File: config.mk
export PLATFORM = sky130hd
export DESIGN_NAME = apb_slv_regbank
export DESIGN_NICKNAME = d
export VERILOG_FILES = /design/src/rtl/apb_slv_regbank.sv
export SDC_FILE = /design/constraint.sdc
export NUM_CORES = 1
export LEC_CHECK = 0
export BUFFER_PORTS_ARGS = -buffer_cell sky130_fd_sc_hd__buf_2
export CORE_AREA = 2 2 230 232
export CTS_CLUSTER_DIAMETER = 150
export CTS_CLUSTER_SIZE = 24
export DETAILED_ROUTE_END_ITERATION = 6
export DIE_AREA = 0 0 232 234
export PLACE_DENSITY = 0.55
export SYNTH_ARGS = -nofsm -noshare
export SYNTH_HDL_FRONTEND = slang
export SYNTH_SLANG_ARGS = --single-unit
File: constraint.sdc
create_clock -name pclk -period 2.3 [get_ports pclk]
set_input_delay 0.46 -clock pclk [delete_from_list [all_inputs] [get_ports pclk]]
set_output_delay 0.46 -clock pclk [all_outputs]
set_load 0.01 [all_outputs]
File: src/rtl/apb_slv_regbank.sv
// apb_slv_regbank
//   APB completer that exposes a word-addressed bank of NUM_REGS registers.
//   Register writes honour the byte strobes. Registers flagged in RO_MASK are
//   read-only and return their status_in slice. Every access phase is
//   stretched by WAIT_STATES cycles. PSLVERR is raised for an out-of-range
//   index, an unaligned address or a write to a read-only register.
//
// Ports
//   pclk, preset           clock, synchronous active-high reset
//   psel, penable, paddr,
//   pwrite, pwdata, pstrb  APB request
//   prdata, pready,
//   pslverr                APB response; all three are forced to 0 during reset
//   reg_q                  R/W register contents, register i at [i*32 +: 32]
//   status_in              read-only sources, slice i at [i*32 +: 32]
module apb_slv_regbank #(
  parameter int unsigned           ADDR_WIDTH  = 12,
  parameter int unsigned           DATA_WIDTH  = 32,
  parameter int unsigned           NUM_REGS    = 8,
  parameter int unsigned           WAIT_STATES = 0,
  parameter logic [NUM_REGS-1:0]   RO_MASK     = '0,
  parameter logic [DATA_WIDTH-1:0] RESET_VAL   = '0
) (
  input  logic                           pclk,
  input  logic                           preset,
  input  logic                           psel,
  input  logic                           penable,
  input  logic [ADDR_WIDTH-1:0]          paddr,
  input  logic                           pwrite,
  input  logic [DATA_WIDTH-1:0]          pwdata,
  input  logic [DATA_WIDTH/8-1:0]        pstrb,
  output logic [DATA_WIDTH-1:0]          prdata,
  output logic                           pready,
  output logic                           pslverr,
  output logic [NUM_REGS*DATA_WIDTH-1:0] reg_q,
  input  logic [NUM_REGS*DATA_WIDTH-1:0] status_in
);

  localparam int unsigned IDX_W = ADDR_WIDTH - 2;
  localparam int unsigned NB    = DATA_WIDTH / 8;

  typedef enum logic {IDLE, ACCESS} state_e;

  state_e                  state_q, state_d;
  logic [3:0]              cnt_q, cnt_d;
  logic [IDX_W-1:0]        idx_q, idx_d;
  logic                    write_q, write_d;
  logic                    err_q, err_d;
  logic [DATA_WIDTH-1:0]   bank_q [NUM_REGS];
  logic [DATA_WIDTH-1:0]   bank_d [NUM_REGS];

  // Decode of the live address, used only at setup
  logic                    hit;
  logic                    ro;

  always_comb begin
    state_d = state_q;
    cnt_d   = cnt_q;
    idx_d   = idx_q;
    write_d = write_q;
    err_d   = err_q;
    bank_d  = bank_q;
    pready  = 1'b0;
    pslverr = 1'b0;
    prdata  = '0;
    hit     = 1'b0;
    ro      = 1'b0;

    // Index match by loop keeps the range check free of width-mismatched
    // compares against NUM_REGS.
    for (int unsigned i = 0; i < NUM_REGS; i++) begin
      if (paddr[ADDR_WIDTH-1:2] == IDX_W'(i)) begin
        hit = 1'b1;
        ro  = RO_MASK[i];
      end
    end

    if (!preset) begin
      case (state_q)
        IDLE: begin
          if (psel && !penable) begin
            idx_d   = paddr[ADDR_WIDTH-1:2];
            write_d = pwrite;
            err_d   = !hit || (paddr[1:0] != 2'b00) || (pwrite && ro);
            cnt_d   = 4'(WAIT_STATES);
            state_d = ACCESS;
          end else if (psel && penable) begin
            // Access phase without a setup: fail it immediately
            pready  = 1'b1;
            pslverr = 1'b1;
          end
        end
        ACCESS: begin
          if (!psel) begin
            state_d = IDLE;
          end else if (penable) begin
            if (cnt_q != '0) begin
              cnt_d = cnt_q - 4'd1;
            end else begin
              pready  = 1'b1;
              state_d = IDLE;
              if (err_q) begin
                pslverr = 1'b1;
              end else begin
                for (int unsigned i = 0; i < NUM_REGS; i++) begin
                  if (idx_q == IDX_W'(i)) begin
                    if (write_q) begin
                      for (int unsigned k = 0; k < NB; k++) begin
                        if (pstrb[k]) bank_d[i][k*8 +: 8] = pwdata[k*8 +: 8];
                      end
                    end else begin
                      prdata = RO_MASK[i] ? status_in[i*DATA_WIDTH +: DATA_WIDTH]
                                          : bank_q[i];
                    end
                  end
                end
              end
            end
          end
        end
      endcase
    end
  end

  always_ff @(posedge pclk) begin
    if (preset) begin
      state_q <= IDLE;
      cnt_q   <= '0;
      idx_q   <= '0;
      write_q <= 1'b0;
      err_q   <= 1'b0;
      for (int unsigned i = 0; i < NUM_REGS; i++) bank_q[i] <= RESET_VAL;
    end else begin
      state_q <= state_d;
      cnt_q   <= cnt_d;
      idx_q   <= idx_d;
      write_q <= write_d;
      err_q   <= err_d;
      bank_q  <= bank_d;
    end
  end

  always_comb begin
    reg_q = '0;
    for (int unsigned i = 0; i < NUM_REGS; i++) reg_q[i*DATA_WIDTH +: DATA_WIDTH] = bank_q[i];
  end

endmodule

==> summary.txt <==
Status
  • Status: complete, but fails checks
  • Failing checks: design-rule violations, negative setup slack

Setup path
  • CP max FO: 6
  • CP Data Required Time: roughly 1.8 ns
  • Crit Path Category: reg2out
  • CP Launch Type: flip-flop
  • Critical path arrival: between 2 and 2.5 ns
  • Critical Path End Type: output pin

Timing
  • Max Freq: about 340 MHz
  • Final worst slack: -0.622 ns
  • Slew Viols, Final: 0
  • Setup violators final: 34
  • Final-report hold violation count: 0
  • Fin crit period: 2.92 ns
  • Setup Skew: 0.0410 ns
  • Unrepaired setup endpoints after global routing: yes
  • Worst-margin pin slew: between 0.7 and 0.8 ns
  • Worst slew margin: between 40 and 50%
  • Final Cycle Share: 127%

Final layout
  • Finished Layout Cells: approximately 2700
  • Fillers: roughly 5400
  • Final non-filler cell area: 17700 um2
  • Nets@finish: around 2300
  • Layout area overhead: 36.7%
  • Share of layout cells above drive strength 1: 34.7%

Clocking
  • Clk sink count: about 270
  • CTS tree: built
  • Clock Root Buffer: clkbuf_16
  • Hold-fix buffers, CTS: 0
  • TritonCTS buffer count: 15
  • Clk slew on worst S/H paths: 0.11 ns
  • Longest Clk Path Bufs: 3
  • H-Tree Depth: 1
  • Worst skew pair latency: around 0.54 ns

Floorplan
  • Die width: about 230 um
  • Die area: 54300 um2
  • Initial Utilization: 24.9%
  • Die H: approximately 230 um
  • # IOs: 599
  • Rows: 84
  • Core box area: around 52000 um2

Job
  • Total of max-cap violations: 0

Yosys
  • Library cells used by synthesis: between 50 and 60
  • Seq cells post-synth: about 270
  • YS warnings: 0
  • Post-Synthesis Cells: 1636
  • Syn Area/Cell: a little under 8 um2
  • Async set-reset flop share out of synthesis: 0%
  • Mapped cell area: roughly 13000 um2
  • Sequential element share of the synthesized area: between 40% and 50%
  • Synthesized Nets: between 1500 and 2000
  • Top_reg_cell synth: dfxtp_1
  • EDFF count, synth: 0

GRT
  • Global route overflow: 0
  • Vias in the first global route: 13800
  • Largest net degree at the start of global routing: between 100 and 150
  • First-pass GRT wire length: about 94000 um
  • Global-route usage over all layers: a little under a quarter
  • Initial antenna violation count: 2

Routing
  • Total number of vias: 15300
  • Antenna Nets Post-Route: 0
  • Post-route DRC: 1
  • DR WL/cell: approximately 25 um
  • Vias per Instance: between 5 and 6
  • Total wire length: around 67000 um
  • Pre-Repair DR Iteration Count: 7
  • DRT iter0 DRCs: about 1800

Placed design
  • Number of port buffers: about 340
  • Pre-CTS setup slack: -0.157 ns
  • Routability cong.: 0.849
  • Placed insts: ~2600
  • Post-placement cell area: 16100 um2
  • DP Wirelength: between 40000 and 50000 um

Worst hold path
  • Worst min path class: in2reg

Power and ir drop
  • Leak Pwr: a little under 0.007 uW
  • Peak supply drop: ~320 uV
  • Tot Pwr: 8620 uW
  • Power per standard cell area: just under 500 nW/um2
Yosys cell counts (all sizes together) (2+ instances only):
master,count,share of area (%)
a21o,12,0.70
mux2i,12,0.93
o21ai,280,11
o2111ai,2,0.14
a222oi,16,1.2
inv,4,0.12
a211o,2,0.14
a21boi,3,0.17
a211oi,23,1.3
o2bb2ai,4,0.27
nand2b,5,0.24
o22ai,3,0.14
o211ai,2,0.12
and3,6,0.29
o311ai,2,0.14
buf,61,2.4
or2,2,0.097
or4,2,0.14
mux2,27,2.3
mux4,11,1.9
and2,3,0.14
a32oi,3,0.20
o221ai,5,0.34
and3b,4,0.27
clkbuf,151,4.4
and4,5,0.34
nand4,13,0.63
nor3,13,0.73
a31oi,3,0.14
a21oi,279,11
or3,2,0.097
a22o,16,1.1
a2111oi,2,0.14
nor2,39,1.1
nor3b,4,0.23
a311oi,5,0.34
nor4,3,0.26
dfxtp,273,42
nand2,48,1.4
nand3,267,10
nor2b,10,0.48
sequential cells by signal, indices dropped and copies added (netlist names):
name,cells
reg_q,256
cnt_q,4
write_q,1
err_q,1
state_q,1
idx_q,10
repair_timing:
action,CTS,global route
setup buffers,34,15
pin swaps,28,22
gates cloned,4,1
setup endpoints to repair,34,34
endpoints found under the hold margin,0,0
resized for setup,117,42
kinds of logic (layout without fill, tap and decap cells):
kind of cell / Yosys count / count (layout) / synth area share [%]
flops: 273 / 273 / 42.2
simple gates: 430 / 430 / 17.1
other cells: 0 / 3 / 0
fa+ha+maj: 1 / 1 / 0.0966
buf+inv: 217 / 542 / 6.96
compound gates: 665 / 665 / 28.4
mux: 50 / 50 / 5.19
power by group:
part	switching [uW]	leakage, uW	internal (uW)
Sequential	23.3	0.00220	4740
Clock	1740	0.000202	1220
Combinational	572	0.00437	320
metal layers:
| layer | routed length [um] | track usage (%) | share of wire, % | up-vias |
|---|---|---|---|---|
| met1 | 27700 | 31.1 | 41 | 7474 |
| met5 | 0 | 0 | 0 | - |
| met4 | 3190 | 10.3 | 4.7 | 0 |
| met3 | 5920 | 3.45 | 8.8 | 181 |
| met2 | 30500 | 36.7 | 45 | 983 |
| li1 | - | - | - | 6642 |
per-stage QoR:
step	setup TNS, ns	hold slack (ns)	utilization (%)
after floorplan	0	0.436	-
after global placement	-1.15	0.466	30.9
after detailed placement	-1.44	0.472	30.9
after CTS	-15.46	0.146	33.5
after global routing	-17.82	0.160	34.0
final	-15.58	0.155	34.0
layout by cell type (no fill, tap or decap), types with 3 or more instances in the layout:
cell,instances
and3b_1,4
nand2_1,39
nor2_1,27
nor3_4,6
a222oi_1,16
mux2i_1,12
buf_2,336
buf_12,46
dfxtp_2,6
a21o_1,12
mux2_2,21
mux2_4,6
dfxtp_1,264
mux4_2,11
a32oi_1,3
nand2b_1,3
nand2_2,9
o221ai_2,3
nand4_1,13
o2bb2ai_1,4
buf_6,16
a211oi_2,15
o21ai_0,247
buf_4,113
and3_1,4
a31oi_4,3
nor3_1,7
diode_2,3
o21ai_1,33
and4_2,5
nand3_1,265
dfxtp_4,3
a21oi_1,278
clkbuf_16,16
a211oi_4,8
nor2_2,11
nor2b_1,7
a22o_1,16
a311oi_2,3
final timing paths:
kind / from / end / slack, ns / cells after the start
hold / removal: paddr[2] / idx_q[0] / 0.16 / 3
setup reg to reg: write_q / reg_q[27] / 0.15 / 5
setup / recovery: idx_q[1] / prdata[1] / -0.62 / 7
hold reg to reg: idx_q[4] / idx_q[4] / 0.48 / 2
worst max-delay path, stage by stage (launching register included):
cell and delay, ns:
dfxtp_4 0.44, buf_12 0.14, buf_4 0.11, mux2_4 0.28, a222oi_1 0.51, buf_4 0.21, a211oi_2 0.06, buf_2 0.15
final cells by class:
type,count,area (um2),share of cell area [%]
Clock inverter,3,28.8,0.163
Antenna cell,3,7.51,0.0424
Inverter,5,20.0,0.113
Clock buffer,17,383,2.16
Tap cell,688,861,4.86
Sequential cell,273,5480,31.0
Timing Repair Buffer,517,3760,21.2
Multi-Input combinational cell,1146,7160,40.4
(Power assumes the default switching activity.)
